File: src/rtl/simd_mem_controller.sv
`default_nettype none
// ============================================================================
// Module   : simd_mem_controller
// Purpose  : Sole owner of the SIMD unit's shared single-port data memory.
//            Arbitrates between the DMA write path and NUM_PU processing-unit
//            read requesters and issues one memory access at a time. The DMA
//            has fixed priority, but after DMA_BURST_MAX back-to-back DMA
//            grants with a PU waiting, one PU read is let through. PUs are
//            served round-robin.
// Ports    : clk, reset              - clock, synchronous active-high reset
//            dma_req/addr/wdata/ack  - DMA write request channel
//            pu_req/addr/gnt         - per-PU read request channel
//            pu_rvalid/pu_rdata      - read return (shared data bus)
//            mem_en/we/addr/wdata    - memory command
//            mem_rdata               - memory read data (1-cycle latency)
//            busy                    - controller not in IDLE
// Revision : 1.0 - initial release
// ============================================================================
module simd_mem_controller #(
    parameter int NUM_PU        = 4,
    parameter int ADDR_W        = 8,
    parameter int DATA_W        = 32,
    parameter int DMA_BURST_MAX = 4
) (
    input  logic                     clk,
    input  logic                     reset,
    input  logic                     dma_req,
    input  logic [ADDR_W-1:0]        dma_addr,
    input  logic [DATA_W-1:0]        dma_wdata,
    output logic                     dma_ack,
    input  logic [NUM_PU-1:0]        pu_req,
    input  logic [NUM_PU*ADDR_W-1:0] pu_addr,
    output logic [NUM_PU-1:0]        pu_gnt,
    output logic [NUM_PU-1:0]        pu_rvalid,
    output logic [DATA_W-1:0]        pu_rdata,
    output logic                     mem_en,
    output logic                     mem_we,
    output logic [ADDR_W-1:0]        mem_addr,
    output logic [DATA_W-1:0]        mem_wdata,
    input  logic [DATA_W-1:0]        mem_rdata,
    output logic                     busy
);

    localparam int c_PTR_W = (NUM_PU > 1) ? $clog2(NUM_PU) : 1;
    localparam int c_CNT_W = $clog2(DMA_BURST_MAX + 1);

    localparam logic [c_CNT_W-1:0] c_CNT_MAX   = c_CNT_W'(DMA_BURST_MAX);
    localparam logic [c_PTR_W-1:0] c_PTR_INIT  = c_PTR_W'(NUM_PU - 1);
    localparam logic [c_PTR_W:0]   c_NUM_PU_WX = (c_PTR_W + 1)'(NUM_PU);

    localparam logic [1:0] c_S_IDLE  = 2'd0;
    localparam logic [1:0] c_S_WRITE = 2'd1;
    localparam logic [1:0] c_S_READ  = 2'd2;
    localparam logic [1:0] c_S_RDATA = 2'd3;

    logic [1:0]         r_state;
    logic [c_PTR_W-1:0] r_rr_ptr;
    logic [c_CNT_W-1:0] r_dma_cnt;
    logic [c_PTR_W-1:0] r_sel_idx;
    logic [NUM_PU-1:0]  r_sel_oh;

    logic               w_pick_vld;
    logic [c_PTR_W:0]   w_shift;
    logic [NUM_PU-1:0]  w_rot;
    logic [c_PTR_W:0]   w_sum;
    logic [c_PTR_W-1:0] w_pick_idx;
    logic [NUM_PU-1:0]  w_pick_oh;
    logic [ADDR_W-1:0]  w_pick_addr;

    // Round-robin pick. The request vector is rotated so that bit m of w_rot
    // belongs to PU (rr_ptr + 1 + m) mod NUM_PU; the lowest set bit is the
    // winner. The index is rebuilt in one extra bit so non-power-of-two
    // NUM_PU wraps correctly.
    always_comb begin
        w_pick_vld  = |pu_req;
        w_shift     = {1'b0, r_rr_ptr} + (c_PTR_W + 1)'(1);
        w_rot       = NUM_PU'({pu_req, pu_req} >> w_shift);
        w_sum       = '0;
        w_pick_idx  = '0;
        w_pick_oh   = '0;
        w_pick_addr = '0;
        for (int m = NUM_PU - 1; m >= 0; m--) begin
            if (w_rot[m]) begin
                w_sum = {1'b0, r_rr_ptr} + (c_PTR_W + 1)'(m + 1);
            end
        end
        if (w_sum >= c_NUM_PU_WX) begin
            w_sum = w_sum - c_NUM_PU_WX;
        end
        w_pick_idx = w_sum[c_PTR_W-1:0];
        for (int i = 0; i < NUM_PU; i++) begin
            if (w_pick_idx == c_PTR_W'(i)) begin
                w_pick_oh[i] = w_pick_vld;
                w_pick_addr  = pu_addr[i*ADDR_W +: ADDR_W];
            end
        end
    end

    // Every output is loaded on the edge that enters the state it belongs
    // to, so all outputs come straight from flops.
    always_ff @(posedge clk) begin
        if (reset) begin
            r_state   <= c_S_IDLE;
            r_rr_ptr  <= c_PTR_INIT;
            r_dma_cnt <= '0;
            r_sel_idx <= '0;
            r_sel_oh  <= '0;
            dma_ack   <= 1'b0;
            pu_gnt    <= '0;
            pu_rvalid <= '0;
            pu_rdata  <= '0;
            mem_en    <= 1'b0;
            mem_we    <= 1'b0;
            mem_addr  <= '0;
            mem_wdata <= '0;
            busy      <= 1'b0;
        end else begin
            // Handshake outputs are single-cycle pulses.
            dma_ack   <= 1'b0;
            pu_gnt    <= '0;
            pu_rvalid <= '0;
            case (r_state)
                c_S_IDLE: begin
                    // Burst count only matters while some PU is waiting.
                    if (!w_pick_vld) begin
                        r_dma_cnt <= '0;
                    end
                    if (dma_req && (!w_pick_vld || (r_dma_cnt < c_CNT_MAX))) begin
                        r_state   <= c_S_WRITE;
                        mem_en    <= 1'b1;
                        mem_we    <= 1'b1;
                        mem_addr  <= dma_addr;
                        mem_wdata <= dma_wdata;
                        dma_ack   <= 1'b1;
                        busy      <= 1'b1;
                    end else if (w_pick_vld) begin
                        r_state   <= c_S_READ;
                        mem_en    <= 1'b1;
                        mem_we    <= 1'b0;
                        mem_addr  <= w_pick_addr;
                        pu_gnt    <= w_pick_oh;
                        r_sel_idx <= w_pick_idx;
                        r_sel_oh  <= w_pick_oh;
                        r_dma_cnt <= '0;
                        busy      <= 1'b1;
                    end
                end
                c_S_WRITE: begin
                    r_state <= c_S_IDLE;
                    mem_en  <= 1'b0;
                    mem_we  <= 1'b0;
                    busy    <= 1'b0;
                    if (r_dma_cnt != c_CNT_MAX) begin
                        r_dma_cnt <= r_dma_cnt + c_CNT_W'(1);
                    end
                end
                c_S_READ: begin
                    r_state  <= c_S_RDATA;
                    mem_en   <= 1'b0;
                    r_rr_ptr <= r_sel_idx;
                end
                c_S_RDATA: begin
                    // Memory data is valid during this cycle; present it in
                    // the following IDLE cycle without stalling arbitration.
                    r_state   <= c_S_IDLE;
                    pu_rdata  <= mem_rdata;
                    pu_rvalid <= r_sel_oh;
                    busy      <= 1'b0;
                end
                default: begin
                    r_state <= c_S_IDLE;
                    mem_en  <= 1'b0;
                    mem_we  <= 1'b0;
                    busy    <= 1'b0;
                end
            endcase
        end
    end

endmodule
`default_nettype wire

File: config.mk
export PLATFORM = sky130hd
export DESIGN_NAME = simd_mem_controller
export DESIGN_NICKNAME = d
export VERILOG_FILES = /design/src/rtl/simd_mem_controller.sv
export SDC_FILE = /design/constraint.sdc
export NUM_CORES = 1
export LEC_CHECK = 0
export BUFFER_PORTS_ARGS = -buffer_cell sky130_fd_sc_hd__buf_2
export CORE_MARGIN = 5
export CORE_UTILIZATION = 49
export DETAILED_ROUTE_END_ITERATION = 8
export GPL_TIMING_DRIVEN = 0
export PLACE_DENSITY = 0.88
export SLEW_MARGIN = 20
export SYNTH_ARGS = -nofsm -noshare
export SYNTH_HDL_FRONTEND = slang
export SYNTH_SLANG_ARGS = --single-unit
File: constraint.sdc
create_clock -name clk -period 2.5 [get_ports clk]
set_input_delay 0.25 -clock clk [delete_from_list [all_inputs] [get_ports clk]]
set_output_delay 0.25 -clock clk [all_outputs]
set_load 0.01 [all_outputs]
==> impl_metrics.tcl <==
set metrics [dict create \
    dieArea_um2 9835 \
    synth_area_um2 3896 \
    rows 32 \
    final_common_cell "buf_2" \
    p_sw_uw 920.3 \
    fp.dieW_um 99.17 \
    dp_cells 736 \
    relSlewSlack_pct 51.78 \
    maxSlewViolCount 0 \
    coreArea_um2 7727 \
    power.share.sequential_pct 52.5 \
    synth.distinct_cells 38 \
    track_usage_pct 22.69 \
    setup_viol_count_final 0 \
    final_nets 762 \
    p_sw_share_pct 28.72 \
    cts-root-buf "clkbuf_8" \
    period_needed_ns 2.095 \
    peakVddDrop_mv 0.3664 \
    clkSinkCount 97 \
    synthesis.nets 557 \
    synthFlopType "dfxtp_1" \
    first_iter_violations 156 \
    power_uw 3204 \
    most-common-layout-cells "198 x buf_2, 97 x dfxtp_1, 83 x nand2_1" \
    io_pins 195 \
    route.detailed.drc 0 \
    final_area_um2 5166 \
    period_share_pct 83.80 \
    dpl.hpwl_mm 9.088 \
    portBuffers 194 \
    first_pass_iters 4 \
    seq_area_um2 1942 \
    fmax_ghz 0.4773 \
    area_growth_syn_to_layout_pct 32.59 \
    critPathLaunchType "register" \
    internal_power_uw 2284 \
    wire_per_inst_um 15.25 \
    grt_max_degree 16 \
    cts-buffers-inserted 9 \
    worst_slew_pin_slew_ns 0.7233 \
    n_fill_cell 661 \
    diodes 0 \
    clkTransAtPathRegs_ns 0.09 \
    clockPowerShare_pct 28.3 \
    finClkSkew_ns 0.007911 \
    rsz0062_at_grt "false" \
    powerDensity_nw_per_um2 620.2 \
    postRouteAntennaNets 0 \
    maxCapViolCount 0 \
    worstSkewPairLatency_ns 0.35 \
    yosys_warnings 0 \
    cts_max_level 3 \
    synth_edf_count 0 \
    max-clock-path-buffers 2 \
    drive_gt1_share_pct 34.98 \
    r2r-start "r_state[0]$_SDFFE_PP0P_" \
    setup_tns_ns 0 \
    yosysSeqAreaShare_pct 49.84 \
    cts_tree "yes" \
    hold_class "in -> reg" \
    grt.overflow.total 0 \
    hold_viol_final 0 \
    finalNonFillerCells 751 \
    holdCritStartpoint "dma_wdata[5]" \
    antenna_found_initial 0 \
    wl_mm 11.45 \
    status "completed" \
    dr_total_vias 3927 \
    routed_via_density 5.229 \
    grt_pass1_wl_mm 18.25 \
    gp_congestion 0.9555 \
    worstPathMaxFanout 10 \
    cts_resized 0 \
    first_global_vias 3975 \
    comb_power_share_pct 19.2 \
    cts-hold-fix-buffers 0 \
    die_h_um 99.17 \
    multi_input_area_um2 1788 \
    worstPathRequired_ns 2.77 \
    async_flop_share_pct 0 \
    syn_inst 440 \
    endpoint_kind "register" \
    dpl_cell_area_um2 4995 \
    p_leak_uw 0.002393 \
    ys_ff_latch 97 \
    cts_setup_buffers 0 \
    crit_type "reg -> reg" \
    initial_core_util_pct 50.42 \
    crit_start "r_state[0]$_SDFFE_PP0P_" \
    arrival_ns 2.37 \
    syn_avg_cell_area_um2 8.855 \
]
[kinds of logic (layout without fill, tap and decap cells)]
family          Yosys count  count (layout)  share of synthesized area [%]
compound gates          103             103                          16.73
fa+ha+maj                 6               6                          1.927
buf+inv                  37             246                          4.271
flops                    97              97                          49.84
mux                      42              42                          10.89
simple gates            155             155                          16.35
[cell type report]
cell class | count | area share [%]
Inverter | 11 | 0.7992
Buffer | 26 | 2.422
Multi-Input combinational cell | 306 | 34.61
Clock buffer | 11 | 2.737
Clock inverter | 4 | 0.5813
Tap cell | 102 | 2.470
Sequential cell | 97 | 37.59
Timing Repair Buffer | 194 | 18.79
[cells in the mapped netlist (4+ instances only)]
| cell type | n | area [um^2] |
|---|---|---|
| and2_1 | 5 | 31.28 |
| nand2_1 | 83 | 311.6 |
| ha_1 | 6 | 75.07 |
| inv_1 | 8 | 30.03 |
| nand2b_1 | 4 | 25.02 |
| nor2_1 | 49 | 183.9 |
| dfxtp_1 | 97 | 1942 |
| nor4_1 | 4 | 25.02 |
| a21oi_1 | 60 | 300.3 |
| buf_2 | 4 | 20.02 |
| o21ai_0 | 14 | 70.07 |
| clkbuf_1 | 16 | 60.06 |
| a221o_1 | 8 | 80.08 |
| mux2i_1 | 39 | 390.4 |
[power by group through the flow]
stage	registers (uW)	clock network, uW	logic [uW]
2_1_floorplan	1750	0	317
3_3_place_gp	1710	0	595
3_5_place_dp	1720	0	615
4_1_cts	1680	935	616
5_1_grt	1690	1000	675
6_report	1680	907	614
[metrics by stage]
step	setup slack, ns	util (%)	hold WS, ns
floorplan	0.8389	-	0.3860
global placement	0.3619	64.64	0.4373
detailed placement	0.3053	64.64	0.4443
CTS	0.4014	66.86	0.1045
global route	0.1818	66.86	0.1078
finish	0.4049	66.86	0.1244
[path summary, 6_finish.rpt]
kind	endpoint	slack, ns	depth (start not counted)
setup reg to reg	mem_wdata[8]$_SDFFE_PP0P_	0.40	8
setup / recovery	mem_wdata[8]$_SDFFE_PP0P_	0.40	8
hold reg to reg	mem_wdata[24]$_SDFFE_PP0P_	0.45	2
hold / removal	mem_wdata[5]$_SDFFE_PP0P_	0.12	3
[sequential cells by signal, indices dropped and copies added (netlist names), 2 cells and up]
register	count
mem_addr	8
r_sel_oh	4
r_rr_ptr	2
pu_rvalid	4
mem_wdata	32
r_state	2
r_sel_idx	2
pu_gnt	4
pu_rdata	32
r_dma_cnt	3
[worst max-delay path, cell delays in order (launching register included)]
cell and delay [ns]:
dfxtp_1 0.39, inv_1 0.09, ha_1 0.27, o21a_1 0.13, clkbuf_1 0.19, nand2_1 0.26, clkbuf_1 0.37, nand2_1 0.11
a21oi_1 0.19
[per-layer routing]
layer  GRT usage, %  vias up  part of all wire [%]  wire (um)
li1               -     1911                     -          -
met1          24.95     1829                    39       4417
met2          40.81      162                    51       5822
met3          6.031       25                   8.1        927
met4          10.08        0                   2.5        283
met5              0        -                     0          0
Power figures use the tool's default switching activity.
